<file path="config.mk">
export PLATFORM = sky130hd
export DESIGN_NAME = frame_dump_ctl
export DESIGN_NICKNAME = d
export VERILOG_FILES = /design/src/rtl/jtframe_dump_pkg.sv /design/src/rtl/jtframe_frame_cnt.sv /design/src/rtl/frame_dump_ctl.sv
export SDC_FILE = /design/constraint.sdc
export NUM_CORES = 1
export LEC_CHECK = 0
export CAP_MARGIN = 40
export CELL_PAD_IN_SITES_DETAIL_PLACEMENT = 0
export CELL_PAD_IN_SITES_GLOBAL_PLACEMENT = 1
export CORE_MARGIN = 2
export CORE_UTILIZATION = 34
export CTS_CLUSTER_SIZE = 10
export DETAILED_ROUTE_END_ITERATION = 10
export GPL_ROUTABILITY_DRIVEN = 0
export PLACE_DENSITY_LB_ADDON = 0.2
export REMOVE_ABC_BUFFERS = 1
export SYNTH_ARGS = -nofsm -noshare
export SYNTH_HDL_FRONTEND = slang
export SYNTH_HIERARCHICAL = 1
export SYNTH_SLANG_ARGS = --single-unit
</file>
<file path="constraint.sdc">
create_clock -name clk -period 2.8 [get_ports clk]
set_input_delay 0.28 -clock clk [delete_from_list [all_inputs] [get_ports clk]]
set_output_delay 0.28 -clock clk [all_outputs]
set_load 0.01 [all_outputs]
</file>
<file path="src/rtl/jtframe_dump_pkg.sv">
// Shared definitions for the frame-triggered trace dump controller:
// capture state encoding and the "until buffer full" frame length.
package jtframe_dump_pkg;

    typedef enum logic [1:0] {
        ST_IDLE    = 2'd0,
        ST_ARMED   = 2'd1,
        ST_CAPTURE = 2'd2,
        ST_DONE    = 2'd3
    } dump_state_e;

    // frame_len value meaning "keep capturing until the buffer is full"
    localparam logic [7:0] LEN_UNTIL_FULL = 8'd0;

endpackage

</file>
<file path="src/rtl/jtframe_frame_cnt.sv">
// Vertical-sync falling-edge detector and 32-bit frame counter.
// Both are held off while a ROM download is in progress.
module jtframe_frame_cnt (
    input  logic        clk,
    input  logic        rst_n,
    input  logic        vs,
    input  logic        downloading,
    output logic        frame_evt,
    output logic [31:0] frame_cnt
);

    logic        vs_q;
    logic        primed;
    logic [31:0] cnt;

    // primed masks the first cycle after reset so a vs already low at
    // release is never taken for a falling edge
    always_ff @(posedge clk or negedge rst_n) begin
        if (!rst_n) begin
            vs_q   <= 1'b1;
            primed <= 1'b0;
        end else begin
            vs_q   <= vs;
            primed <= 1'b1;
        end
    end

    assign frame_evt = primed & vs_q & ~vs & ~downloading;

    always_ff @(posedge clk or negedge rst_n) begin
        if (!rst_n) begin
            cnt <= 32'd0;
        end else if (downloading) begin
            cnt <= 32'd0;
        end else if (frame_evt) begin
            cnt <= cnt + 32'd1;
        end
    end

    assign frame_cnt = cnt;

endmodule

</file>
<file path="src/rtl/frame_dump_ctl.sv">
// Frame-triggered trace capture: armed on request, starts on a chosen frame
// number and streams qualified samples into a trace buffer write port.
module frame_dump_ctl
    import jtframe_dump_pkg::*;
#(
    parameter int AW = 10,
    parameter int DW = 16
) (
    input  logic          clk,
    input  logic          rst_n,
    input  logic          vs,
    input  logic          downloading,
    input  logic [31:0]   start_frame,
    input  logic [7:0]    frame_len,
    input  logic          arm,
    input  logic          sample_en,
    input  logic [DW-1:0] din,
    output logic          mem_we,
    output logic [AW-1:0] mem_addr,
    output logic [DW-1:0] mem_din,
    output logic [31:0]   frame_cnt,
    output logic          busy,
    output logic          done,
    output logic          overflow,
    output logic [AW:0]   wr_count,
    output dump_state_e   state
);

    localparam logic [AW:0] ONE = {{AW{1'b0}}, 1'b1};

    dump_state_e state_q, state_d;
    logic        frame_evt;
    logic        dl_q, dl_rise;
    logic        full, start_hit, len_hit, arm_ok, take;
    logic [7:0]  frames_cap;

    jtframe_frame_cnt u_frame_cnt (
        .clk         (clk),
        .rst_n       (rst_n),
        .vs          (vs),
        .downloading (downloading),
        .frame_evt   (frame_evt),
        .frame_cnt   (frame_cnt)
    );

    // sample_en is a valid-only qualifier with no backpressure: a sample is
    // either written on the next edge or dropped, never held over.
    assign dl_rise   = downloading & ~dl_q;
    assign full      = wr_count[AW];
    assign start_hit = frame_evt && (frame_cnt + 32'd1 == start_frame);
    assign len_hit   = frame_evt && (frame_len != LEN_UNTIL_FULL)
                       && (frames_cap + 8'd1 == frame_len);
    assign arm_ok    = arm && (state_q == ST_IDLE || state_q == ST_DONE);
    assign take      = (state_q == ST_CAPTURE) && !dl_rise && sample_en
                       && !full && !len_hit;

    always_ff @(posedge clk or negedge rst_n) begin
        if (!rst_n) state_q <= ST_IDLE;
        else        state_q <= state_d;
    end

    always_comb begin
        state_d = state_q;
        case (state_q)
            ST_IDLE:    if (arm) state_d = ST_ARMED;
            ST_ARMED: begin
                if (dl_rise)        state_d = ST_IDLE;
                else if (start_hit) state_d = ST_CAPTURE;
            end
            ST_CAPTURE: begin
                if (dl_rise)               state_d = ST_IDLE;
                else if (full || len_hit)  state_d = ST_DONE;
            end
            ST_DONE:    if (arm) state_d = ST_ARMED;
            default:    state_d = ST_IDLE;
        endcase
    end

    always_comb begin
        busy = 1'b0;
        done = 1'b0;
        case (state_q)
            ST_ARMED, ST_CAPTURE: busy = 1'b1;
            ST_DONE:              done = 1'b1;
            default: ;
        endcase
    end

    assign state = state_q;

    always_ff @(posedge clk or negedge rst_n) begin
        if (!rst_n) begin
            dl_q       <= 1'b0;
            mem_we     <= 1'b0;
            mem_addr   <= '0;
            mem_din    <= '0;
            wr_count   <= '0;
            overflow   <= 1'b0;
            frames_cap <= 8'd0;
        end else begin
            dl_q   <= downloading;
            mem_we <= take;
            if (take) begin
                mem_addr <= wr_count[AW-1:0];
                mem_din  <= din;
                wr_count <= wr_count + ONE;
            end
            if (arm_ok) begin
                wr_count <= '0;
                overflow <= 1'b0;
            end
            if (state_q == ST_ARMED && start_hit) frames_cap <= 8'd0;
            // an abort keeps wr_count and flags as they were
            if (state_q == ST_CAPTURE && !dl_rise) begin
                if (full)      overflow   <= 1'b1;
                if (frame_evt) frames_cap <= frames_cap + 8'd1;
            end
        end
    end

endmodule

</file>
# Word level (Yosys, flattened, before mapping)
# Index checks and enable logic that the tools add are counted.
[classes]
add_sub_neg = 3
bitwise_logic = 7
eq_ne = 8
reduce_logical = 21
mux = 18
[ops]
columns = ["op", "n"]
rows = [
  ["2-to-1 mux 32 bit", 2],
  ["adder 32 x 1 -> 32 bit, second input constant", 1],
  ["== test 32 bit", 1],
  ["2-to-1 mux 8 bit", 3],
  ["2-to-1 mux 11 bit", 2],
  ["adder 11 x 1 -> 11 bit, second input constant", 1],
  ["2-to-1 mux 2 bit", 5],
  ["logical AND 1 bit", 9],
  ["adder 8 x 1 -> 8 bit, second input constant", 1],
  ["== test 8 bit", 1],
  ["nonzero test 8 bit", 1],
  ["case mux 2 bit (3 select lines)", 1],
  ["2-to-1 mux 1 bit", 5],
  ["bitwise AND 1 bit", 4],
  ["== test 2 bit, second input constant", 2],
  ["nonzero test 2 bit", 2],
  ["OR reduction 2 bit", 2],
  ["zero test 1 bit", 3],
  ["!= test 3 x 2 -> 1 bit, second input constant", 1],
  ["!= test 3 bit, second input constant", 1],
  ["inverter 1 bit", 3],
  ["AND reduction 3 bit", 1],
  ["== test 2 x 1 -> 1 bit, second input constant", 1],
  ["zero test 2 bit", 1],
  ["other kinds (2)", 3],
]
[word_totals]
ff_bits = 84
wordCells = 68
in_bits = 62
out_inout_bits = 75

# Longest topological paths before layout
[depth]
word_depth = 9
depth_mapped = 12
depth_no_buf = 10

# Cells and area by module
# The synthesis kept the hierarchy.
[by_module_without_submodules]
columns = ["module", "cells_each", "seq_area_each_um2", "n_inst", "area_each_um2"]
rows = [
  ["frame_dump_ctl", 416, 1251.2, 1, 3698.5],
  ["jtframe_frame_cnt", 191, 852.1, 1, 1881.8],
]

# Worst setup path after synthesis
# OpenSTA, ideal clock, no wires.
[synth_timing]
path_type = "register to register"
from = "register u_frame_cnt.cnt[0], in the netlist u_frame_cnt/frame_cnt[0]"
to = "register frames_cap[2]"
setup_time_ns = 0.124
t_required_ns = 2.676
arrival_ns = 2.863
synth_period_minus_slack_ns = 2.987
stages_incl_launch_ff = 11
n_path_buf = 1
setup_slack_ns = -0.187
path_cell_list = "dfrtp_1 ha_1 nand3_1 nor4_4 buf_2 nand3_1 xnor2_1 nand3_1 or4_1 o31a_1 a211o_1"
[synth_via]
elab_chain_len = 7
[synth_lines]
columns = ["item", "line_no", "rtl"]
rows = [
  ["from (decl)", "jtframe_frame_cnt.sv:14", "logic [31:0] cnt;"],
  ["from (signal assigned)", "jtframe_frame_cnt.sv:36", "cnt <= cnt + 32'd1;"],
  ["adder 32 x 1 -> 32 bit (*)", "frame_dump_ctl.sv:50", "assign start_hit = frame_evt && (frame_cnt + 32'd1 == start_frame);"],
  ["== test 32 bit (*)", "frame_dump_ctl.sv:50", ""],
  ["logical AND 1 bit (*)", "frame_dump_ctl.sv:50", ""],
  ["logical AND 1 bit (*)", "frame_dump_ctl.sv:112", "if (state_q == ST_ARMED && start_hit) frames_cap <= 8'd0;"],
  ["2-to-1 mux 8 bit (*)", "frame_dump_ctl.sv:112", ""],
  ["2-to-1 mux 8 bit", "frame_dump_ctl.sv:116", "if (frame_evt) frames_cap <= frames_cap + 8'd1;"],
  ["2-to-1 mux 8 bit (*)", "frame_dump_ctl.sv:114", "if (state_q == ST_CAPTURE && !dl_rise) begin"],
  ["to (signal assigned)", "frame_dump_ctl.sv:116", ""],
  ["to (decl)", "frame_dump_ctl.sv:35", "logic [7:0] frames_cap;"],
]
# Every way passes the cells marked *; elsewhere a longest branch is shown, timed or not.
# A chain may end at the register's enable or synchronous reset.

# Final worst setup path
[layout_timing]
from = "register u_frame_cnt.cnt[11], in the netlist u_frame_cnt/frame_cnt[11]"
to = "register frames_cap[2]"
# Same word-level chain as after synthesis.

==> flow_summary.json <==
{
  "synth_top_area_share": 0.3722,
  "vias": 5568,
  "synthSimpleGateAreaFrac": 0.3063,
  "cts_tree": "yes",
  "firstDrtPassIters": 5,
  "core.rowCount": 46,
  "cp.arrival_ns": 3.15,
  "synthCells": 607,
  "drive_above_1_share": 0.2233,
  "drt_iter0_markers": 323,
  "clk_latency_ns": 0.34,
  "worst_hold_path_type": "input port to async pin",
  "ant_nets": 0,
  "final.fill_count": 1505,
  "clkTransAtPathRegs_ns": 0.06,
  "place_ws_ns": -0.4264,
  "worstReg2RegStart": "u_frame_cnt/frame_cnt[11]",
  "dp_hpwl_um": 13050,
  "setup_viol": 8,
  "p_leak_nw": 3.543,
  "core_um2": 15940,
  "powerDensity_nw_per_um2": 466.4,
  "viasPerCell": 5.263,
  "num_antenna_cells": 0,
  "synth_mux_area_frac": 0.06143,
  "pin_count": 137,
  "clk_path_buf_depth": 2,
  "cts.sinks": 84,
  "synth_commonest_cells": "83 x dfrtp_1, 67 x nand2_1, 46 x nor2_1, 37 x xnor2_1, 30 x nand3_1",
  "fp.dieW_um": 132.1,
  "p_int_w": 0.002748,
  "fmaxAchievable_mhz": 341.4,
  "finalHoldViolations": 0,
  "ys_async_sr_fraction": 1.000,
  "worst_pin_slew_ns": 0.4822,
  "finClkSkew_ns": 0.01018,
  "switching_share": 0.2955,
  "root_buffer": "clkbuf_16",
  "instances_no_fill": 1058,
  "maxCapViolCount": 0,
  "die_area_um2": 17450,
  "crit_start": "u_frame_cnt/frame_cnt[11]",
  "power.share.clock": 0.309,
  "cp_max_fo": 9,
  "overflow": 0,
  "layout_min_cycle_time_ns": 2.929,
  "io_buffers": 136,
  "synthXorXnorAreaFrac": 0.09731,
  "numCtsBuffers": 9,
  "avgSynthCellArea_um2": 9.193,
  "grt_pass1_vias": 5590,
  "grt_max_degree": 66,
  "placed_cells": 1023,
  "grt_usage": 0.2002,
  "synth-compound-area-share": 0.1110,
  "synth.most_common_cell": "dfrtp_1",
  "synth_seq_area_share": 0.3769,
  "synth_flop_cell": "dfrtp_1",
  "grt_pass1_wl_um": 28700,
  "ir_drop_mv": 0.6711,
  "totalWireLength_um": 17430,
  "end_kind": "flop",
  "synth_edf_count": 0,
  "synth_fa_ha_area_frac": 0.01570,
  "relSlewSlack": 0.6744,
  "worstPathRequired_ns": 3.02,
  "violations": "negative setup slack",
  "rsz0062_at_grt": "yes",
  "netlist_area_um2": 5580,
  "die_height_um": 132.1,
  "yosys_warnings": 6,
  "start_kind": "flop",
  "setup_slack_ns": -0.1294,
  "synth_area_leaders": "dfrtp_1 37%, xnor2_1 5.8%, mux2_2 5.0%, nand2_1 4.5%, xor2_1 3.9%",
  "drc": 0,
  "start_util": 0.3500,
  "synth-seq-cells": 84,
  "nets": 906,
  "path_class": "flop to flop",
  "p_comb_frac": 0.302,
  "grt_antenna_before_repair": 0,
  "timing.final.crit_share": 1.046,
  "power_switching_w": 0.001153,
  "synth_largest_area_cell": "dfrtp_1",
  "ys_types": 76,
  "synth_top_family_by_area": "simple AND/OR/NAND/NOR gates",
  "p_seq_frac": 0.389,
  "syn_to_final_growth_pct": 49.87,
  "slew_viol_final": 0,
  "avgRoutedWirePerCell_um": 16.47,
  "status": "finished with violations",
  "htreeDepth": 3
}
==> registers in the layout, indices dropped and copies added, names as in the netlist <==
signal	count
dl_q	1
frames_cap	8
mem_addr	10
mem_din	16
mem_we	1
overflow	1
state	2
u_frame_cnt/frame_cnt	32
u_frame_cnt/primed	1
u_frame_cnt/vs_q	1
wr_count	11
==> layout by cell type (no fill, tap or decap), drive strengths merged, types with 14 or more instances in the layout <==
| cell type | n |
|---|---|
| dfrtp | 83 |
| xnor2 | 37 |
| mux2 | 26 |
| clkdlybuf4s50 | 135 |
| xor2 | 25 |
| or4 | 14 |
| nor3 | 22 |
| nand4 | 23 |
| buf | 104 |
| nand3 | 33 |
| inv | 17 |
| nand2 | 67 |
| and3 | 24 |
| a21oi | 21 |
| nor2 | 46 |
| nor4 | 22 |
==> worst max-delay path, cell delays in order, from the launching register on <==
cell and delay (ns):
dfrtp_1 0.49, nand2_1 0.15, nor4_4 0.25, buf_4 0.17
buf_6 0.13, nand4_1 0.15, xnor2_2 0.21, a2111oi_4 0.33
o2111ai_4 0.19, o31a_1 0.42, a211o_1 0.31
==> power by group through the flow <==
| stage | clock (W) | combinational, W | sequential [W] |
|---|---|---|---|
| floorplan | 0 | 0.000454 | 0.00159 |
| global placement | 0 | 0.00114 | 0.00152 |
| detailed placement | 0 | 0.00117 | 0.00154 |
| CTS | 0.00125 | 0.00118 | 0.00152 |
| global route | 0.00130 | 0.00128 | 0.00155 |
| finish | 0.00121 | 0.00118 | 0.00152 |
==> metal layers <==
layer	track usage	vias up	share of wire
li1	-	2706	-
met1	0.2602	2688	0.45
met2	0.3380	166	0.49
met3	0.05152	8	0.057
met4	0.03925	0	0.0057
met5	0	-	0
==> path summary, 6_finish.rpt <==
kind,endpoint,slack [ns],cells past startpoint
max reg2reg,frames_cap[2],-0.13,10
min,u_frame_cnt/frame_cnt[31],0.33,2
min reg2reg,mem_addr[8],0.48,2
min in group clk,u_frame_cnt/vs_q,0.36,1
max,frames_cap[2],-0.13,10
max in group asynchronous,u_frame_cnt/frame_cnt[7],1.76,4
==> kinds of logic (layout without fill, tap and decap cells) <==
family                   Yosys count  in the layout
buffers and inverters             35            270
AO/OA/AOI/OAI                     86             86
flip-flops                        84             84
other                              1              1
multiplexers                      31             31
AND/OR/NAND/NOR                  301            301
XOR/XNOR                          62             62
adder cells (fa/ha/maj)            7              7
==> per-stage QoR <==
| stage | utilization | hold WS, ns | power [W] | cell area (µm²) | setup TNS [ns] |
|---|---|---|---|---|---|
| finish | 0.5246 | 0.3256 | 0.003901 | 8363 | -0.7071 |
| global route | 0.5246 | 0.3090 | 0.004132 | 8363 | -2.727 |
| floorplan | - | -0.01559 | 0.002046 | 5461 | -4.543 |
| detailed placement | 0.4860 | 0.1314 | 0.002702 | 7749 | -7.765 |
| global placement | 0.4843 | 0.4590 | 0.002670 | 7721 | -8.199 |
| CTS | 0.5149 | 0.3007 | 0.003952 | 8209 | -0.9151 |
==> cell type report <==
type / instances / area [µm²] / share of cell area
Multi-Input combinational cell: 488 / 3448 / 0.4123
Timing Repair Buffer: 240 / 2181 / 0.2608
Clock buffer: 10 / 229.0 / 0.02738
Inverter: 14 / 55.05 / 0.006583
Sequential cell: 84 / 2108 / 0.2521
Clock inverter: 6 / 71.32 / 0.008528
Tap cell: 216 / 270.3 / 0.03232
==> timing repair <==
item | CTS | global route
setup buffers | 11 | 7
resized for setup | 17 | 18
pin swaps | 18 | 14
hold buffers | 1 | 0
endpoints found under the hold margin | 8 | 0
setup endpoints to repair | 23 | 47
(Power assumes the default switching activity.)
